`src/rtl/ksa.sv`:
```
// ksa: ARC4 key-scheduling engine.
// Permutes an identity S memory in place using a 24-bit key. It drives a
// single-port synchronous RAM with 1-cycle read latency. Each of the 256
// iterations takes six cycles:
//   read S[i], wait, read S[j], wait, write S[i], write S[j].
module ksa (
    input  logic        clk,
    input  logic        rst,
    input  logic        en,
    output logic        rdy,
    input  logic [23:0] key,
    output logic [7:0]  addr,
    input  logic [7:0]  rddata,
    output logic [7:0]  wrdata,
    output logic        wren
);

    typedef enum logic [2:0] {
        IDLE   = 3'd0,
        RD_I   = 3'd1,
        RD_I_W = 3'd2,
        RD_J   = 3'd3,
        RD_J_W = 3'd4,
        WR_I   = 3'd5,
        WR_J   = 3'd6
    } state_t;

    state_t      state, state_next;
    logic [7:0]  i, j, si, sj;
    logic [1:0]  k3;       // i mod 3, kept as a wrapping counter instead of a divider
    logic [7:0]  keybyte;
    logic [7:0]  j_next;

    // key byte for the current i; the first key byte is the most significant
    always_comb begin
        case (k3)
            2'd0:    keybyte = key[23:16];
            2'd1:    keybyte = key[15:8];
            default: keybyte = key[7:0];
        endcase
    end

    // carries are dropped, so j wraps modulo 256
    assign j_next = j + rddata + keybyte;

    // state register
    always_ff @(posedge clk) begin
        if (rst) state <= IDLE;
        else     state <= state_next;
    end

    // next-state logic: a fixed six-step loop per index
    always_comb begin
        state_next = state;
        case (state)
            IDLE:    if (en) state_next = RD_I;
            RD_I:    state_next = RD_I_W;
            RD_I_W:  state_next = RD_J;
            RD_J:    state_next = RD_J_W;
            RD_J_W:  state_next = WR_I;
            WR_I:    state_next = WR_J;
            WR_J:    state_next = (i == 8'hFF) ? IDLE : RD_I;
            default: state_next = IDLE;
        endcase
    end

    // datapath registers: indices, captured S values and the mod-3 counter
    always_ff @(posedge clk) begin
        if (rst) begin
            i  <= 8'd0;
            j  <= 8'd0;
            si <= 8'd0;
            sj <= 8'd0;
            k3 <= 2'd0;
        end else begin
            case (state)
                IDLE: if (en) begin
                    i  <= 8'd0;
                    j  <= 8'd0;
                    k3 <= 2'd0;
                end
                RD_I_W: begin
                    si <= rddata;
                    j  <= j_next;
                end
                RD_J_W: sj <= rddata;
                WR_J: begin
                    i  <= i + 8'd1;
                    k3 <= (k3 == 2'd2) ? 2'd0 : k3 + 2'd1;
                end
                default: ;
            endcase
        end
    end

    // Moore outputs. rddata never reaches the RAM bus combinationally.
    // When i == j, both writes hit the same address with the same value.
    always_comb begin
        rdy    = 1'b0;
        addr   = 8'd0;
        wrdata = 8'd0;
        wren   = 1'b0;
        case (state)
            IDLE:          rdy = 1'b1;
            RD_I, RD_I_W:  addr = i;
            RD_J, RD_J_W:  addr = j;
            WR_I: begin
                addr   = i;
                wrdata = sj;
                wren   = 1'b1;
            end
            WR_J: begin
                addr   = j;
                wrdata = si;
                wren   = 1'b1;
            end
            default: ;
        endcase
    end

endmodule
```
`config.mk`:
```
export PLATFORM = sky130hd
export DESIGN_NAME = ksa
export DESIGN_NICKNAME = d
export VERILOG_FILES = /design/src/rtl/ksa.sv
export SDC_FILE = /design/constraint.sdc
export NUM_CORES = 1
export LEC_CHECK = 0
export CAP_MARGIN = 20
export CORE_MARGIN = 2
export CORE_UTILIZATION = 35
export CTS_CLUSTER_DIAMETER = 120
export DETAILED_ROUTE_END_ITERATION = 7
export PLACE_DENSITY = 0.66
export SLEW_MARGIN = 30
export SYNTH_ARGS = -nofsm -noshare
export SYNTH_HDL_FRONTEND = slang
export SYNTH_SLANG_ARGS = --single-unit
```
`constraint.sdc`:
```
create_clock -name clk -period 4.7 [get_ports clk]
set_clock_uncertainty 0.15 [all_clocks]
set_input_delay 0.94 -clock clk [delete_from_list [all_inputs] [get_ports clk]]
set_output_delay 0.94 -clock clk [all_outputs]
set_load 0.05 [all_outputs]
```
Word-level counts from Yosys, hierarchy flattened --
Index checks and enable logic that the tools add are counted.
Word-level totals: output and inout port bits 18, register bits after elaboration 37, input bits 35
Cells by class: equality and inequality tests 10, $add $sub $neg 4, muxes and demuxes 14, reductions and logical operators 9
Operator list (number):
- $pmux W8 S2 | 5
- $pmux W3 S7 | 1
- $add A8 B8 Y8 | 2
- $eq A3 B3 Y1 const B | 3
- $add A8 B1 Y8 const B | 1
- $eq A8 B8 Y1 const B | 1
- $mux W8 | 1
- $eq A3 B2 Y1 const B | 2
- $reduce_or A3 Y1 | 2
- $mux W2 | 2
- $pmux W2 S2 | 1
- $reduce_and A2 Y1 | 2
- $reduce_bool A2 Y1 | 2
- $eq A3 B1 Y1 const B | 1
- $logic_not A3 Y1 | 1
- $mux W1 | 3
- $mux W3 | 1
- $add A2 B1 Y2 const B | 1
- $eq A2 B1 Y1 const B | 1
- $eq A2 B2 Y1 const B | 1
- $logic_not A2 Y1 | 1
- $ne A2 B2 Y1 const B | 1
- $reduce_or A2 Y1 | 1

Depth between registers and ports, before layout --
depth in word-level cells 4, depth in mapped cells 13, depth with buffers taken out 11

Least setup slack after synthesis --
No wires, ideal clock.
path kind input port to flip-flop, start point in key[9], end point reg j[7], setup slack 1.461 ns, path buffers 0, data required time 4.488 ns, setup time 0.062 ns, stages 11, arrival time 3.026 ns, path through mux2i_1 > o21ai_0 > fa_1 > ha_1 > inv_1 > fa_1 > nor2b_1 > o31a_1 > o22ai_1 > or4_1 > nand3_1
On the way: word-level cells in the longest chain between the ends 3
Ends and longest elaborated chain:
- start, declared | RTL line 11 | input logic [23:0] key,
- $pmux W8 S2 | RTL line 36 | case (k3)
- $add A8 B8 Y8 | RTL line 44 | assign j_next = j + rddata + keybyte;
- $pmux W8 S2 | RTL line 76 | case (state)
- end signal, assigned | RTL line 84 | j <= j_next;
- end, declared | RTL line 29 | logic [7:0] i, j, si, sj;
Every way passes these cells. A chain may end at the register's enable or synchronous reset.

Worst setup path after layout --
start point reg state[1], end point out wrdata[7]
On the way: word-level cells in the longest chain between the ends 2
Ends and longest elaborated chain:
- start, declared | RTL line 28 | state_t state, state_next;
- start signal, assigned | RTL line 49 | else state <= state_next;
- $eq A3 B3 Y1 | RTL line 103 | case (state)
- $pmux W8 S2 (*) | RTL line 103
- end, declared | RTL line 14 | output logic [7:0] wrdata,
Mark *: on every way between the ends. The rest lies on a longest branch, timed or not.

==> flow_metrics.py <==
metrics = {
    "power_and_ir_drop": {
        "power_density_nw_per_um2": 266,
        "ir_drop_mv": 0.119,
        "leakage_nw": 1.02,
    },
    "clock_tree": {
        "clockRootBuffer": "clkbuf_8",
        "clk_latency_ns": 0.29,
        "clk_pin_slew_worst_paths_ns": 0.07,
        "postCtsHoldBufs": 0,
        "clock_path_buffers": 2,
        "clock_sinks": 37,
        "cts_max_level": 2,
        "tritoncts": "done",
        "cts_inserted_buffers": 5,
        "cts_setup_buffers": 0,
        "cts_resized": 0,
    },
    "timing": {
        "rsz0062_at_grt": "no",
        "setup_viol": 0,
        "worst_slew_pin_slew_ns": 0.727,
        "min_period_over_period": 0.815,
        "max-slew-margin-rel": 0.514,
        "clock.fmax_ghz": 0.261,
        "finalHoldViolations": 0,
        "drv_slew": 0,
        "worst_slack_ns": 0.870,
        "hold_ws_ns": 0.310,
        "period_minus_slack_ns": 3.83,
        "tns_ns": 0,
    },
    "layout": {
        "multi_input_area_sq_um": 1460,
        "final_cell_mix": "clkdlybuf4s50_1, dfxtp_1, nand2_1",
        "layout_commonest_cell": "clkdlybuf4s50_1",
        "fin_area_sq_um": 2960,
        "finalCoreUtilization": 0.464,
        "nets": 375,
        "fillers": 628,
        "area_delta_synth_final_pct": 27.7,
        "seqCellArea_sq_um": 741,
        "drive_gt1_frac": 0.0552,
        "num_antenna_cells": 0,
    },
    "die": {
        "coreArea_sq_um": 6390,
        "die_w_um": 85.4,
        "die-height_um": 85.4,
        "ios": 53,
        "fp.dieArea_sq_um": 7300,
        "start_util": 0.363,
        "num_rows": 29,
    },
    "critical_path": {
        "critical_path.top_delay_family": "simple AND/OR/NAND/NOR gates",
        "r2r_slack_ns": 1.43,
        "arrival_ns": 2.74,
        "cp_max_fo": 15,
        "path_class": "reg -> out",
        "end_kind": "output pin",
        "critPathLaunchType": "flop",
        "crit_buf_inv": 1,
        "crit_required_ns": 3.61,
        "critPathSlowestCell": "clkdlybuf4s50_1",
        "timing.critical_path.mode_cell": "nor2b_1",
        "path_cells": "nor2b_1 -> a22oi_1 -> nor2b_1 -> clkdlybuf4s50_1",
        "slowest_delay_ns": 0.81,
    },
    "logic_synthesis": {
        "synthCells": 281,
        "synth-seq-cells": 37,
        "synth.area.top_cells": "dfxtp_1, fa_1, mux2i_1",
        "syn-num-nets": 331,
        "syn-cell-area_sq_um": 2320,
        "avgSynthCellArea_sq_um": 8.26,
        "ys_types": 44,
        "synth_edf_count": 0,
        "synth_warnings": 0,
        "synth_top_area_frac": 0.319,
        "synthFlopType": "dfxtp_1",
        "synthArstFlopShare": 0,
        "ys_seq_area_frac": 0.319,
        "yosysTopAreaCell": "dfxtp_1",
    },
    "place": {
        "hpwl_um": 4480,
        "postPlaceCellArea_sq_um": 2880,
        "preCtsSetupSlack_ns": 0.895,
        "gp_congestion": 0.813,
        "portBuffers": 52,
    },
    "drt": {
        "postRouteWirelength_um": 6010,
        "route.detailed.wl_per_inst_um": 14.9,
        "drt-initial-drc-count": 118,
        "via_per_inst": 5.39,
        "drc": 0,
        "dr.pass1.iters": 4,
        "antenna_left": 0,
        "vias": 2171,
    },
    "global_route": {
        "track_usage": 0.169,
        "grt-ovfl-total": 0,
        "antenna_found_initial": 0,
        "grt_pass1_wl_um": 9920,
        "grt_max_degree": 28,
        "grt_pass1_vias": 2047,
    },
    "job": {
        "drv_cap": 0,
    },
    "outcome": {
        "status": "finished clean",
    },
    "worst_hold_path": {
        "hp-class": "reg -> reg",
    },
}
## power by group
| group | switching [W] | leakage [nW] | internal (W) |
|---|---|---|---|
| Clock | 0.000114 | 0.0450 | 0.000103 |
| Combinational | 0.000120 | 0.679 | 0.000102 |
| Sequential | 0.0000214 | 0.299 | 0.000327 |
## cell type report
class	instances	area share
clock buffer	6	0.0245
clock inverter	2	0.00338
inverter	9	0.0114
multi-input combinational	216	0.494
sequential	37	0.250
tap	77	0.0325
timing repair buffer	56	0.184
## kinds of logic (layout without fill, tap and decap cells)
logic type | count (synthesis) | after routing | share of synthesized area
AND/OR/NAND/NOR | 104 | 104 | 0.219
AO/OA/AOI/OAI | 75 | 75 | 0.209
flip-flops | 37 | 37 | 0.319
buffers and inverters | 28 | 73 | 0.0512
multiplexers | 16 | 16 | 0.0690
adder cells (fa/ha/maj) | 15 | 15 | 0.107
XOR/XNOR | 6 | 6 | 0.0259
## worst reg2reg max path, cell delays in order, from the launching register on
cell     delay, ns
dfxtp_1       0.67
mux2i_1       0.23
o21ai_0       0.11
fa_1          0.52
ha_1          0.18
inv_1         0.06
fa_1          0.39
nor2b_1       0.17
o31a_1        0.16
o22ai_1       0.10
or4_1         0.40
nand3_1       0.07
## layer usage
| metal | share of wire | wire (um) | up-vias | global-route usage |
|---|---|---|---|---|
| li1 | - | - | 1074 | - |
| met1 | 0.45 | 2700 | 1040 | 0.215 |
| met2 | 0.50 | 3010 | 50 | 0.290 |
| met3 | 0.040 | 238 | 7 | 0.0350 |
| met4 | 0.010 | 63 | 0 | 0.0476 |
| met5 | 0 | 0 | - | 0 |
## Yosys cell counts, drive strengths merged (3+ instances only)
| master | n |
|---|---|
| dfxtp | 37 |
| nand2 | 30 |
| nor2 | 30 |
| a21oi | 24 |
| mux2i | 16 |
| nor2b | 16 |
| a22oi | 14 |
| clkbuf | 13 |
| o21ai | 12 |
| inv | 9 |
| fa | 8 |
| ha | 7 |
| nand3 | 7 |
| buf | 6 |
| nand2b | 6 |
| xnor2 | 5 |
| a221oi | 4 |
| a22o | 4 |
| a31oi | 4 |
| nand3b | 4 |
| nor3 | 3 |
| o21a | 3 |
## registers in the layout, summed over array words and instances, names as in the netlist
register  cells
i             8
j             8
k3            2
si            8
sj            8
state         3
## final timing paths
| kind | start | end | depth (start not counted) |
|---|---|---|---|
| min reg2reg | si[1] | si[1] | 2 |
| min | si[1] | si[1] | 2 |
| max | state[1] | wrdata[7] | 4 |
| max reg2reg | k3[0] | j[7] | 11 |
## through the flow
stage / power, W / instances
after detailed placement: 0.000576 / 395
after global placement: 0.000575 / 395
after CTS: 0.000793 / 403
after global routing: 0.000835 / 403
final: 0.000787 / 403
after floorplan: 0.000499 / 281
Power figures use the tool's default switching activity.
